$ cat config.mk
export PLATFORM = sky130hd
export DESIGN_NAME = demux_dispatcher_flat
export DESIGN_NICKNAME = d
export VERILOG_FILES = /design/src/rtl/demux_dispatcher_pkg.sv /design/src/rtl/demux_dispatcher_if.sv /design/src/rtl/demux_dispatcher_rr_pick4.sv /design/src/rtl/demux_dispatcher.sv /design/src/flat_wrapper.sv
export SDC_FILE = /design/constraint.sdc
export NUM_CORES = 1
export LEC_CHECK = 0
export ABC_CLOCK_PERIOD_IN_PS = 2400
export BUFFER_PORTS_ARGS = -buffer_cell sky130_fd_sc_hd__buf_4
export CORE_MARGIN = 10
export CORE_UTILIZATION = 50
export DETAILED_ROUTE_END_ITERATION = 16
export HOLD_SLACK_MARGIN = 0.1
export PLACE_DENSITY = 0.79
export SYNTH_ARGS = -nofsm -noshare
export SYNTH_HDL_FRONTEND = slang
export SYNTH_SLANG_ARGS = --single-unit
$ cat constraint.sdc
create_clock -name clk -period 2.4 [get_ports clk]
set_clock_uncertainty 0.05 [all_clocks]
set_input_delay 0.36 -clock clk [delete_from_list [all_inputs] [get_ports clk]]
set_output_delay 0.36 -clock clk [all_outputs]
set_load 0.005 [all_outputs]
$ cat src/rtl/demux_dispatcher_pkg.sv
// Shared types and constants for the 1-to-4 round-robin demux dispatcher.
package demux_dispatcher_pkg;

  typedef enum logic {EMPTY, HOLD} state_t;

  localparam int NUM_CH = 4;
  localparam int CH_W   = 2;

  function automatic logic [NUM_CH-1:0] ch_onehot(input logic [CH_W-1:0] idx);
    return NUM_CH'(1) << idx;
  endfunction

endpackage

$ cat src/rtl/demux_dispatcher_if.sv
// Upstream/downstream handshake bundle of the demux dispatcher.
interface demux_dispatcher_if
  import demux_dispatcher_pkg::*;
#(
  parameter int DATA_W = 8
);
  logic              in_valid;
  logic [DATA_W-1:0] in_data;
  logic              in_ready;
  logic [NUM_CH-1:0] chan_en;
  logic [NUM_CH-1:0] out_valid;
  logic [DATA_W-1:0] out_data;
  logic [NUM_CH-1:0] out_ready;
  logic [CH_W-1:0]   sel;
  logic [7:0]        xfer_cnt;

  modport master (
    output in_valid, in_data, chan_en, out_ready,
    input  in_ready, out_valid, out_data, sel, xfer_cnt
  );

  modport slave (
    input  in_valid, in_data, chan_en, out_ready,
    output in_ready, out_valid, out_data, sel, xfer_cnt
  );
endinterface

$ cat src/rtl/demux_dispatcher_rr_pick4.sv
// Combinational round-robin picker: first set mask bit at or after start, wrapping.
module rr_pick4
  import demux_dispatcher_pkg::*;
(
  input  logic [NUM_CH-1:0] mask,
  input  logic [CH_W-1:0]   start,
  output logic [CH_W-1:0]   idx,
  output logic              found
);

  logic [CH_W-1:0] cand;

  // Walk offsets from farthest to nearest so the nearest enabled channel wins.
  always_comb begin
    idx   = '0;
    found = 1'b0;
    cand  = '0;
    for (int k = NUM_CH - 1; k >= 0; k--) begin
      cand = start + CH_W'(k);
      if (mask[cand]) begin
        idx   = cand;
        found = 1'b1;
      end
    end
  end

endmodule

$ cat src/rtl/demux_dispatcher.sv
// Single-register round-robin dispatcher: one word held, routed to one of four channels.
module demux_dispatcher
  import demux_dispatcher_pkg::*;
#(
  parameter int DATA_W = 8
)(
  input  logic                 clk,
  input  logic                 rstn,
  demux_dispatcher_if.slave    bus
);

  state_t            state;
  logic [DATA_W-1:0] data_p1;
  logic [NUM_CH-1:0] vld_p1;
  logic [CH_W-1:0]   sel_p1;
  logic [CH_W-1:0]   last_served;
  logic [7:0]        cnt_p1;

  logic              out_xfer;
  logic              in_xfer;
  logic              any_en;
  logic [CH_W-1:0]   start;
  logic [CH_W-1:0]   pick;

  assign out_xfer = (state == HOLD) && bus.out_ready[sel_p1];
  // A same-cycle delivery makes the delivered index the new round-robin origin.
  assign start    = (out_xfer ? sel_p1 : last_served) + CH_W'(1);

  rr_pick4 u_pick (
    .mask  (bus.chan_en),
    .start (start),
    .idx   (pick),
    .found (any_en)
  );

  assign bus.in_ready = any_en && ((state == EMPTY) || out_xfer);
  assign in_xfer      = bus.in_valid && bus.in_ready;

  // Stage p1: held word, its one-hot valid and target index.
  always_ff @(posedge clk or negedge rstn) begin
    if (!rstn) begin
      state       <= EMPTY;
      data_p1     <= '0;
      vld_p1      <= '0;
      sel_p1      <= '0;
      last_served <= CH_W'(NUM_CH - 1);
      cnt_p1      <= '0;
    end else begin
      if (out_xfer) begin
        last_served <= sel_p1;
        cnt_p1      <= cnt_p1 + 8'd1;
      end
      if (in_xfer) begin
        state   <= HOLD;
        data_p1 <= bus.in_data;
        sel_p1  <= pick;
        vld_p1  <= ch_onehot(pick);
      end else if (out_xfer) begin
        state  <= EMPTY;
        vld_p1 <= '0;
        sel_p1 <= '0;
      end
    end
  end

  assign bus.out_valid = vld_p1;
  assign bus.out_data  = data_p1;
  assign bus.sel       = sel_p1;
  assign bus.xfer_cnt  = cnt_p1;

endmodule

$ cat src/flat_wrapper.sv
// flat-port wrapper written by rule: the top's interface ports become plain ports
module demux_dispatcher_flat import demux_dispatcher_pkg::*;
#(
  parameter int DATA_W = 8
)
  (clk, rstn, bus_in_valid, bus_in_data, bus_chan_en, bus_out_ready, bus_in_ready, bus_out_valid, bus_out_data, bus_sel, bus_xfer_cnt);
  demux_dispatcher_if #(.DATA_W(DATA_W)) bus_i ();
  input  logic clk;
  input  logic rstn;
  input wire logic [$bits(bus_i.in_valid)-1:0] bus_in_valid;
  input wire logic [$bits(bus_i.in_data)-1:0] bus_in_data;
  input wire logic [$bits(bus_i.chan_en)-1:0] bus_chan_en;
  input wire logic [$bits(bus_i.out_ready)-1:0] bus_out_ready;
  output wire logic [$bits(bus_i.in_ready)-1:0] bus_in_ready;
  output wire logic [$bits(bus_i.out_valid)-1:0] bus_out_valid;
  output wire logic [$bits(bus_i.out_data)-1:0] bus_out_data;
  output wire logic [$bits(bus_i.sel)-1:0] bus_sel;
  output wire logic [$bits(bus_i.xfer_cnt)-1:0] bus_xfer_cnt;
  assign bus_i.in_valid = bus_in_valid;
  assign bus_i.in_data = bus_in_data;
  assign bus_i.chan_en = bus_chan_en;
  assign bus_i.out_ready = bus_out_ready;
  assign bus_in_ready = bus_i.in_ready;
  assign bus_out_valid = bus_i.out_valid;
  assign bus_out_data = bus_i.out_data;
  assign bus_sel = bus_i.sel;
  assign bus_xfer_cnt = bus_i.xfer_cnt;
  demux_dispatcher #(.DATA_W(DATA_W)) u_core (.clk(clk), .rstn(rstn), .bus(bus_i));
endmodule
==> impl_metrics.csv, run 1 <==
group,metric,value,unit
outcome,outcome,"complete, no violations",
synth,postSynthRegisterBits,25,
hold_path,worst_hold_startpoint,"bus_in_data[5]",
cells_and_area,synthToLayoutAreaGrowth,27.4,%
cts,post_cts_buffers,0,
power_and_ir_drop,peakVddDrop,0.000796,V
power_and_ir_drop,leakage,0.772,nW
critical_path,timing.critical_path.fanout_max,10,
place,place_worst_setup_slack,0.182,ns
place,place_congestion,0.779,
synth,synth-seq-area-share,48.1,%
sta,setup_total_negative_slack,0,ns
cells_and_area,fin_cells,184,
critical_path,worst_reg2reg_endpoint,"u_core.bus.out_valid[2]",
cts,clkLatencyLatePin,0.31,ns
critical_path,timing.critical_path.slowest_cell_delay,0.52,ns
critical_path,path_buf_inv,1,
critical_path,worst-endpoint-required,1.99,ns
detailed_routing,ant_nets,0,
cts,tritoncts_clock_tree,"yes",
synth,synth_area_per_cell,11.8,um^2
detailed_routing,route.vias.total,1042,
sta,clock.fmax,453,MHz
flow_run,drv.max_cap_violation_count,0,
synth,synth_ff_type,"sky130_fd_sc_hd__dfrtp_1",
cts,buffers_from_clock_root_to_sink_at_most,2,
floorplan,initial_core_util,52.7,%
sta,timing.final.hold_violations,0,
synth,postSynthNetCount,131,
critical_path,r2r_setup_slack,0.21,ns
synth,synth.top_cell.area_share,44.1,%
synth,yosysTopAreaCell,"sky130_fd_sc_hd__dfrtp_1",
place,place.detailed.hpwl,2460,um
cells_and_area,final_core_util,67.1,%
place,port_buffers,41,
floorplan,floorplan.die_area,5050,um^2
critical_path,critical_path_class,"register to primary output",
synth,synthesis.yosys.warnings,0,
global_route,grt_start_max_net_pins,26,
sta,grt_setup_unrepaired,"no",
cts,cts_made_buffers,3,
critical_path,crit_path_cell_trace,"mux2_2 -> mux2i_1 -> nand2_1 -> and2_1 -> buf_4",
detailed_routing,wire_per_inst,17.1,um
sta,fin_crit,2.21,ns
sta,final.setup.worst_slack,0.195,ns
floorplan,chipHeight,71.1,um
critical_path,startpoint_type,"register",
synth,synth.distinct_cells,42,
critical_path,worstSetupEndpoint,"bus_in_ready",
sta,fin_worst_hold_slack,0.217,ns
sta,timing.slew.headroom,67.9,%
critical_path,cp_slowest_cell,"sky130_fd_sc_hd__dfrtp_2",
floorplan,floorplan.io_pins,42,
global_route,grt_pass1_vias,1054,
critical_path,timing.critical_path.from,"u_core.bus.sel[0]",
cells_and_area,nNetsFinal,175,
cts,cts_htree_levels,1,
critical_path,critical-path-top-delay-family,"multiplexers",
synth,synth_most_common_cell,"sky130_fd_sc_hd__dfrtp_1",
floorplan,floorplan.die.width,71.1,um
cells_and_area,final_layout_size_suffix_gt1_share,42.9,%
sta,tightest_slew,0.482,ns
power_and_ir_drop,cellPowerDensity,1140,nW/um^2
cts,clk_pin_slew_worst_paths,0.12,ns
floorplan,placeable_core_region,2480,um^2
synth,mapped_cells,111,
global_route,grt_overflow,0,
critical_path,rr_startpoint,"u_core.bus.sel[1]",
sta,finalCritPeriodShare,91.9,%
detailed_routing,vias_per_cell,5.66,
critical_path,crit_arrival,1.80,ns
global_route,gr-usage-all-layers,12.2,%
cts,clockRootBuffer,"sky130_fd_sc_hd__clkbuf_4",
detailed_routing,detail_route.drc_violations,0,
synth,syn_area,1310,um^2
detailed_routing,detailedRoute.firstIterationViolations,58,
critical_path,cp-end-kind,"primary output",
sta,final_max_slew_viol_count,0,
detailed_routing,totalWireLength,3150,um
synth,synthArstFlopShare,100,%
synth,yosys-top-cells-area,"sky130_fd_sc_hd__dfrtp_1, sky130_fd_sc_hd__mux2_2, sky130_fd_sc_hd__dfstp_2",
place,placedCellCount,179,
hold_path,timing.hold.worst.class,"primary input to register",
critical_path,worst-path-stages,5,
synth,synth.cells.most_frequent,"sky130_fd_sc_hd__dfrtp_1, sky130_fd_sc_hd__nand2_1, sky130_fd_sc_hd__mux2_2",
global_route,first_pass_grt_wire_length,5110,um
detailed_routing,pre_antenna_drt_iters,4,
cells_and_area,antenna-diode-count,0,
cts,cts.sink_count,25,
global_route,initial_antenna_violation_count,0,
floorplan,row_count,18,
critical_path,r2r.worst_path.cells,6,
synth,synth_edf_count,0,
sta,setup_viol_count_final,0,
## stage by stage
| step | total power [mW] | instance area [um^2] |
|---|---|---|
| 2_1_floorplan | 1.34 | 1310 |
| 3_3_place_gp | 1.69 | 1630 |
| 3_5_place_dp | 1.73 | 1630 |
| 4_1_cts | 1.91 | 1660 |
| 5_1_grt | 2.03 | 1660 |
| 6_report | 1.90 | 1660 |
## power by group
group | internal, mW | leakage [nW] | switching (mW)
combinational | 0.507 | 0.456 | 0.402
clock | 0.0650 | 0.0150 | 0.118
sequential | 0.610 | 0.301 | 0.198
## sequential cells by signal (all words and copies together), names as in the netlist
signal,cells
u_core.bus.out_data,8
u_core.bus.sel,2
u_core.last_served,2
u_core.state,1
u_core.bus.out_valid,4
u_core.bus.xfer_cnt,8
## logic make-up after synthesis
family | count (synthesis) | synth area share, %
mux | 16 | 14.0
simple gates | 35 | 14.2
xor+xnor | 7 | 4.70
flops | 25 | 48.1
fa+ha+maj | 1 | 0.959
buf+inv | 7 | 3.36
compound gates | 20 | 14.7
## metal layers
| metal | vias to the layer above | global-route usage, % | routed length (um) |
|---|---|---|---|
| li1 | 488 | - | - |
| met1 | 511 | 13.2 | 1300 |
| met2 | 38 | 21.6 | 1610 |
| met3 | 5 | 4.32 | 206 |
| met4 | 0 | 3.87 | 43 |
| met5 | - | 0 | 0 |
## placed cells by master (no fill, tap or decap), types with 2 or more instances in the layout
cell,instances
sky130_fd_sc_hd__inv_1,3
sky130_fd_sc_hd__clkbuf_4,3
sky130_fd_sc_hd__dfrtp_1,22
sky130_fd_sc_hd__and2_1,2
sky130_fd_sc_hd__xor2_1,4
sky130_fd_sc_hd__buf_4,42
sky130_fd_sc_hd__nor2b_1,3
sky130_fd_sc_hd__dfstp_2,2
sky130_fd_sc_hd__mux2_2,10
sky130_fd_sc_hd__a21oi_1,3
sky130_fd_sc_hd__nand3_1,7
sky130_fd_sc_hd__a22o_1,2
sky130_fd_sc_hd__xnor2_1,3
sky130_fd_sc_hd__mux2i_1,3
sky130_fd_sc_hd__a311o_1,2
sky130_fd_sc_hd__nand2_1,11
sky130_fd_sc_hd__nor2_1,3
sky130_fd_sc_hd__a21oi_2,2
## layout make-up
type / instances / area [um^2]
Sequential cell: 25 / 629
Timing Repair Buffer: 43 / 325
Clock buffer: 4 / 26.3
Multi-Input combinational cell: 79 / 633
Fill cell: 199 / 815
Inverter: 3 / 11.3
Tap cell: 30 / 37.5
## timing repair
action | 4_1_cts | 5_1_grt
hold buffers | 1 | 0
endpoints found under the setup margin | 0 | 1
hold endpoints to repair | 23 | 0
resized for setup | 0 | 1
## worst min path at each step
stage                                   endpoint  slack (ns)  cells past startpoint
after detailed placement  u_core.bus.out_data[2]        0.23                      1
final                     u_core.bus.out_data[5]        0.22                      2
after CTS                 u_core.bus.out_data[5]        0.21                      2
after global placement    u_core.bus.out_data[2]        0.22                      1
after floorplan           u_core.bus.out_data[0]        0.01                      0
after global routing      u_core.bus.out_data[3]        0.20                      2
## worst register-to-register path: cells and delay by family (launching register included)
family             cells  cell delay [ns]
DFF                    1             0.54
and+or+nand+nor        1             0.30
AOI/OAI and AO/OA      5             1.26
Note: power is estimated with default switching activity, not from simulation.
==> run 2, diff against run 1 <==
--- a/config.mk
+++ b/config.mk
@@ -8,10 +8,12 @@
 export ABC_CLOCK_PERIOD_IN_PS = 2400
 export BUFFER_PORTS_ARGS = -buffer_cell sky130_fd_sc_hd__buf_4
 export CORE_MARGIN = 10
-export CORE_UTILIZATION = 50
+export CORE_UTILIZATION = 52
+export CTS_BUF_LIST = sky130_fd_sc_hd__clkbuf_4 sky130_fd_sc_hd__clkbuf_8
 export DETAILED_ROUTE_END_ITERATION = 16
 export HOLD_SLACK_MARGIN = 0.1
-export PLACE_DENSITY = 0.79
+export PLACE_DENSITY = 0.81
 export SYNTH_ARGS = -nofsm -noshare
 export SYNTH_HDL_FRONTEND = slang
+export SYNTH_HIERARCHICAL = 1
 export SYNTH_SLANG_ARGS = --single-unit
==> impl_metrics.csv, run 2 <==
group,metric,value,unit
cts,clk_pin_slew_worst_paths,0.13,ns
critical_path,crit_path_cell_trace,"mux4_2 -> nand2_8 -> mux2i_4 -> nand2b_4 -> a21oi_4 -> a211oi_4 -> buf_4 -> nand4_1 -> a21oi_2 -> a221o_1",
synth,synth_area_per_cell,11.6,um^2
floorplan,initial_core_util,53.5,%
critical_path,rr_startpoint,"u_core/bus.sel[0]",
power_and_ir_drop,internal_power,1.47,mW
floorplan,chipHeight,70.3,um
power_and_ir_drop,cellPowerDensity,1230,nW/um^2
floorplan,row_count,18,
outcome,outcome,"finished, violations left",
global_route,first_pass_grt_wire_length,5550,um
floorplan,floorplan.die_area,4940,um^2
detailed_routing,wire_per_inst,17.6,um
global_route,grt_start_max_net_pins,26,
sta,clock.fmax,387,MHz
floorplan,placeable_core_region,2450,um^2
detailed_routing,vias_per_cell,5.63,
detailed_routing,ant_nets,0,
cts,tritoncts_clock_tree,"yes",
cts,cts_made_buffers,3,
global_route,gr-usage-all-layers,13.1,%
sta,final_max_slew_viol_count,0,
place,placed_area,1740,um^2
cells_and_area,nNetsFinal,190,
synth,synth.area.mux_share,15.0,%
synth,largest_family_of_logic_cells_by_synthesized_area,"simple AND/OR/NAND/NOR gates",
detailed_routing,detail_route.drc_violations,0,
synth,synth_compound_gate_area_share,12.1,%
synth,synthArstFlopShare,100,%
sta,final.setup.worst_slack,-0.181,ns
sta,timing.final.hold_violations,0,
critical_path,timing.critical_path.slowest_cell_delay,0.57,ns
sta,finalCritPeriodShare,108,%
cts,clkLatencyLatePin,0.32,ns
critical_path,worst-endpoint-required,2.61,ns
global_route,initial_antenna_violation_count,0,
synth,synth.top_cell.area_share,43.8,%
critical_path,cp_slowest_cell,"sky130_fd_sc_hd__mux4_2",
cts,cts.sink_count,25,
cells_and_area,final_core_util,76.5,%
place,place.detailed.hpwl,2500,um
flow_run,drv.max_cap_violation_count,0,
cts,clockRootBuffer,"sky130_fd_sc_hd__clkbuf_4",
place,port_buffers,41,
global_route,grt_overflow,0,
synth,synthesis.yosys.warnings,6,
hold_path,worst_hold_startpoint,"bus_in_data[3]",
critical_path,crit_arrival,2.80,ns
sta,grt_setup_unrepaired,"yes",
cts,buffers_from_clock_root_to_sink_at_most,2,
place,place_congestion,0.846,
power_and_ir_drop,peakVddDrop,0.000964,V
power_and_ir_drop,power_switching,0.849,mW
critical_path,startpoint_type,"register",
synth,synth_edf_count,0,
sta,setup_total_negative_slack,-0.834,ns
synth,syn_area,1310,um^2
synth,synth.distinct_cells,32,
detailed_routing,pre_antenna_drt_iters,4,
synth,synth_ff_type,"sky130_fd_sc_hd__dfrtp_1",
synth,yosys-top-cells-area,"sky130_fd_sc_hd__dfrtp_1, sky130_fd_sc_hd__mux2_2, sky130_fd_sc_hd__xnor2_1",
power_and_ir_drop,clkPwrFrac,8.6,%
critical_path,timing.critical_path.from,"u_core/bus.sel[0]",
cells_and_area,final_cell_mix,"sky130_fd_sc_hd__buf_4, sky130_fd_sc_hd__dfrtp_1, sky130_fd_sc_hd__mux2_2",
synth,mapped_cells,113,
cells_and_area,fin_area,1880,um^2
detailed_routing,totalWireLength,3500,um
power_and_ir_drop,seq_power_share,31.6,%
synth,synth-seq-area-share,47.8,%
synth,yosysTopAreaCell,"sky130_fd_sc_hd__dfrtp_1",
synth,postSynthNetCount,133,
detailed_routing,detailedRoute.firstIterationViolations,67,
synth,synth.cells.most_frequent,"sky130_fd_sc_hd__dfrtp_1, sky130_fd_sc_hd__mux2_2, sky130_fd_sc_hd__xnor2_1",
sta,setup_viol_count_final,6,
power_and_ir_drop,leakage,0.856,nW
hold_path,timing.hold.worst.class,"primary input to register",
cells_and_area,antenna-diode-count,0,
synth,synthAdderAreaFrac,0.952,%
cells_and_area,leading_cell_type_in_the_layout_fill_and_taps_excluded,"sky130_fd_sc_hd__buf_4",
power_and_ir_drop,share_comb_of_total_power,59.7,%
sta,fin_crit,2.58,ns
cells_and_area,synthToLayoutAreaGrowth,43.0,%
detailed_routing,route.vias.total,1120,
synth,synthXorXnorAreaFrac,6.00,%
cells_and_area,fillCellCount,163,
sta,tightest_slew,0.336,ns
critical_path,cp-end-kind,"register",
floorplan,floorplan.io_pins,42,
outcome,violated_checks,"negative setup slack",
critical_path,critical_path_class,"register to register",
power_and_ir_drop,finalPower,2.32,mW
global_route,grt_pass1_vias,1185,
synth,postSynthRegisterBits,25,
floorplan,floorplan.die.width,70.3,um
synth,synthSimpleGateAreaFrac,15.1,%
sta,timing.slew.headroom,77.6,%
power_and_ir_drop,power_switching_share,36.7,%
critical_path,timing.critical_path.fanout_max,4,
synth,synth_most_common_cell,"sky130_fd_sc_hd__dfrtp_1",
cts,cts_htree_levels,1,
cells_and_area,final_layout_size_suffix_gt1_share,56.8,%
run 2: cell count changes in the layout (fill, tap and decap cells not counted), sizes merged, moves of 5 or more:
cell	change
xnor2	+6
nand2	-7
a221o	+5
buf	+15
run 2: layer usage:
layer | global-route usage, % | routed length (um) | part of all wire, % | vias up
li1 | - | - | - | 524
met1 | 14.7 | 1410 | 40 | 552
met2 | 23.3 | 1820 | 52 | 40
met3 | 3.95 | 232 | 6.6 | 4
met4 | 3.29 | 47 | 1.3 | 0
met5 | 0 | 0 | 0 | -
run 2: worst max-delay path, delay by kind of cell (launching register included):
kind	cells	cell delay (ns)
simple gates	3	0.40
flops	1	0.39
buf+inv	1	0.18
compound gates	4	0.66
mux	2	0.85
run 2: timing repair:
action	CTS	global route
endpoints found under the setup margin	6	7
setup buffers	2	4
gates resized for setup	2	8
hold buffers	1	0
hold endpoints to repair	23	0
pin swaps	2	6
run 2: final timing paths:
| path | endpoint | slack, ns | cells after the start |
|---|---|---|---|
| min | u_core/bus.out_data[3] | 0.21 | 2 |
| min reg2reg | u_core/bus.xfer_cnt[6] | 0.46 | 1 |
| max in group asynchronous | u_core/last_served[1] | 1.60 | 2 |
| max | u_core/bus.out_valid[3] | -0.18 | 10 |
| max reg2reg | u_core/bus.out_valid[3] | -0.18 | 10 |
| min in group asynchronous | u_core/bus.out_data[6] | 0.41 | 2 |
run 2: power by group through the flow:
| stage | combinational (mW) | sequential (mW) | clock, mW |
|---|---|---|---|
| final | 1.38 | 0.733 | 0.200 |
| after global routing | 1.48 | 0.764 | 0.218 |
| after CTS | 1.22 | 0.730 | 0.203 |
| after detailed placement | 1.18 | 0.737 | 0 |
| after global placement | 1.14 | 0.723 | 0 |
| after floorplan | 0.684 | 0.736 | 0 |
run 2: area by class of cell:
cell class | instances | area [um^2] | area share [%]
Clock buffer | 4 | 30.0 | 1.60
Inverter | 2 | 7.51 | 0.400
Multi-Input combinational cell | 80 | 736 | 39.2
Sequential cell | 25 | 629 | 33.5
Tap cell | 30 | 37.5 | 2.00
Timing Repair Buffer | 58 | 438 | 23.3
run 2: cell families (layout without fill, tap and decap cells):
kind of cell	Yosys count	in the layout
xor gates and xnor gates	9	9
muxes	17	17
buffers and inverters	8	64
DFF	25	25
adders and majority gates	1	1
AOI/OAI and AO/OA	18	18
and+or+nand+nor	35	35
run 2: metrics by stage:
stage / cells / worst slack (ns) / hold WS (ns)
6_report: 199 / -0.181 / 0.213
5_1_grt: 199 / -0.262 / 0.203
4_1_cts: 195 / -0.118 / 0.212
3_5_place_dp: 188 / -0.228 / 0.231
3_3_place_gp: 188 / -0.144 / 0.226
2_1_floorplan: 113 / -0.243 / 0.0144
==> run 3, diff against run 2 <==
--- a/config.mk
+++ b/config.mk
@@ -8,11 +8,11 @@
 export ABC_CLOCK_PERIOD_IN_PS = 2400
 export BUFFER_PORTS_ARGS = -buffer_cell sky130_fd_sc_hd__buf_4
 export CORE_MARGIN = 10
-export CORE_UTILIZATION = 52
+export CORE_UTILIZATION = 40
 export CTS_BUF_LIST = sky130_fd_sc_hd__clkbuf_4 sky130_fd_sc_hd__clkbuf_8
 export DETAILED_ROUTE_END_ITERATION = 16
 export HOLD_SLACK_MARGIN = 0.1
-export PLACE_DENSITY = 0.81
+export PLACE_DENSITY = 0.65
 export SYNTH_ARGS = -nofsm -noshare
 export SYNTH_HDL_FRONTEND = slang
 export SYNTH_HIERARCHICAL = 1
==> impl_metrics.csv, run 3 (synthesis results as in run 2) <==
group,metric,value,unit
cells_and_area,fin_cells,209,
cells_and_area,nNetsFinal,186,
global_route,initial_antenna_violation_count,0,
hold_path,timing.hold.worst.class,"primary input to register",
sta,fin_crit,2.57,ns
global_route,gr-usage-all-layers,10.6,%
floorplan,row_count,20,
outcome,outcome,"finished, violations left",
sta,final_max_slew_viol_count,0,
floorplan,floorplan.die.width,77.3,um
detailed_routing,pre_antenna_drt_iters,4,
floorplan,floorplan.die_area,5980,um^2
cells_and_area,final_layout_size_suffix_gt1_share,53.9,%
global_route,first_pass_grt_wire_length,5340,um
cts,clk_pin_slew_worst_paths,0.14,ns
place,port_buffers,41,
power_and_ir_drop,finalPower,2.15,mW
power_and_ir_drop,power_switching_share,36.3,%
cells_and_area,synthToLayoutAreaGrowth,38.9,%
detailed_routing,vias_per_cell,5.11,
sta,final.setup.worst_slack,-0.169,ns
critical_path,critical_path_class,"register to register",
power_and_ir_drop,power_switching,0.779,mW
floorplan,chipHeight,77.3,um
global_route,grt_pass1_vias,1124,
sta,timing.final.hold_violations,0,
power_and_ir_drop,cellPowerDensity,1180,nW/um^2
sta,finalCritPeriodShare,107,%
sta,clock.fmax,389,MHz
critical_path,startpoint_type,"register",
global_route,grt_overflow,0,
sta,timing.slew.headroom,78.0,%
detailed_routing,wire_per_inst,15.0,um
power_and_ir_drop,share_comb_of_total_power,57.4,%
critical_path,worst_reg2reg_endpoint,"u_core/bus.out_valid[1]",
cts,tritoncts_clock_tree,"yes",
hold_path,min_delay_worst_endpoint,"u_core/bus.out_data[4]",
cts,clkLatencyLatePin,0.31,ns
hold_path,whs_path_cells,2,
power_and_ir_drop,seq_power_share,33.9,%
sta,fin_worst_hold_slack,0.221,ns
floorplan,initial_core_util,42.3,%
place,place.detailed.hpwl,2410,um
critical_path,timing.critical_path.fanout_max,6,
cells_and_area,final_cell_mix,"sky130_fd_sc_hd__buf_4, sky130_fd_sc_hd__dfrtp_1, sky130_fd_sc_hd__mux2_2",
cells_and_area,leading_cell_type_in_the_layout_fill_and_taps_excluded,"sky130_fd_sc_hd__buf_4",
detailed_routing,detailedRoute.firstIterationViolations,98,
power_and_ir_drop,peakVddDrop,0.000659,V
critical_path,worst-endpoint-required,2.57,ns
sta,tightest_slew,0.329,ns
critical_path,r2r_setup_slack,-0.17,ns
power_and_ir_drop,internal_power,1.37,mW
detailed_routing,route.vias.total,1068,
outcome,violated_checks,"negative setup slack",
critical_path,r2r.worst_path.cells,10,
place,placedCellCount,201,
flow_run,drv.max_cap_violation_count,0,
floorplan,floorplan.io_pins,42,
sta,setup_viol_count_final,6,
critical_path,crit_arrival,2.74,ns
cts,clockRootBuffer,"sky130_fd_sc_hd__clkbuf_4",
cts,buffers_from_clock_root_to_sink_at_most,2,
cts,cts.sink_count,25,
detailed_routing,ant_nets,0,
power_and_ir_drop,clkPwrFrac,8.7,%
cells_and_area,final_core_util,58.8,%
sta,grt_setup_unrepaired,"yes",
cts,cts_made_buffers,3,
critical_path,rr_startpoint,"u_core/bus.sel[0]",
place,place_congestion,0.768,
cts,cts_htree_levels,1,
detailed_routing,detail_route.drc_violations,0,
cells_and_area,antenna-diode-count,0,
critical_path,cp-end-kind,"register",
global_route,grt_start_max_net_pins,26,
floorplan,placeable_core_region,3100,um^2
hold_path,worst_hold_startpoint,"bus_in_data[4]",
power_and_ir_drop,leakage,0.826,nW
detailed_routing,totalWireLength,3130,um
run 3: power groups by stage:
stage | combinational, mW | clock (mW) | sequential (mW)
global route | 1.35 | 0.221 | 0.754
floorplan | 0.684 | 0 | 0.736
CTS | 1.19 | 0.199 | 0.730
global placement | 1.14 | 0 | 0.730
detailed placement | 1.16 | 0 | 0.737
finish | 1.23 | 0.187 | 0.728
run 3: worst max-delay path by stage:
stage / start / endpoint / depth (start not counted)
after floorplan: u_core/bus.sel[0] / u_core/bus.out_valid[2] / 11
after CTS: u_core/bus.sel[0] / u_core/bus.out_valid[1] / 10
after global placement: bus_out_ready[3] / u_core/bus.out_valid[2] / 9
final: u_core/bus.sel[0] / u_core/bus.out_valid[1] / 10
after detailed placement: bus_out_ready[3] / u_core/bus.out_valid[0] / 11
after global routing: u_core/bus.sel[0] / u_core/bus.out_valid[0] / 11
run 3: stage by stage:
| step | cell area [um^2] | setup slack (ns) | TNS (ns) |
|---|---|---|---|
| 4_1_cts | 1800 | -0.164 | -0.892 |
| 3_3_place_gp | 1750 | -0.218 | -1.01 |
| 3_5_place_dp | 1750 | -0.242 | -1.27 |
| 6_report | 1820 | -0.169 | -0.865 |
| 5_1_grt | 1820 | -0.254 | -1.43 |
| 2_1_floorplan | 1350 | -0.243 | -1.14 |
run 3: area by class of cell:
cell class / instances / area (um^2)
clock buffers: 3 / 22.5
inverters: 2 / 7.51
flip-flops and latches: 25 / 629
repair buffers: 54 / 408
multi-input cells: 80 / 697
clock inverters: 1 / 5.00
well taps: 44 / 55.1
fillers: 298 / 1280
run 3: critical path: stages (launching register included):
cell	delay, ns
sky130_fd_sc_hd__dfrtp_2	0.41
sky130_fd_sc_hd__mux4_2	0.57
sky130_fd_sc_hd__nand2_8	0.11
sky130_fd_sc_hd__mux2i_4	0.30
sky130_fd_sc_hd__mux2i_1	0.25
sky130_fd_sc_hd__a211oi_2	0.09
sky130_fd_sc_hd__buf_4	0.16
sky130_fd_sc_hd__buf_4	0.14
sky130_fd_sc_hd__nand4b_1	0.07
sky130_fd_sc_hd__a21oi_1	0.07
sky130_fd_sc_hd__a221o_1	0.26
run 3: what timing repair did:
action	in CTS	in global routing
pin swaps	2	0
setup endpoints to repair	6	6
hold buffers	1	0
endpoints found under the hold margin	23	0
resized for setup	0	4
setup buffers	3	2
run 3: routing by layer:
layer	wire length [um]	track usage (%)	vias to the layer above
li1	-	-	518
met1	1420	12.9	530
met2	1590	18.1	18
met3	107	2.45	2
met4	12	2.74	0
met5	0	0	-
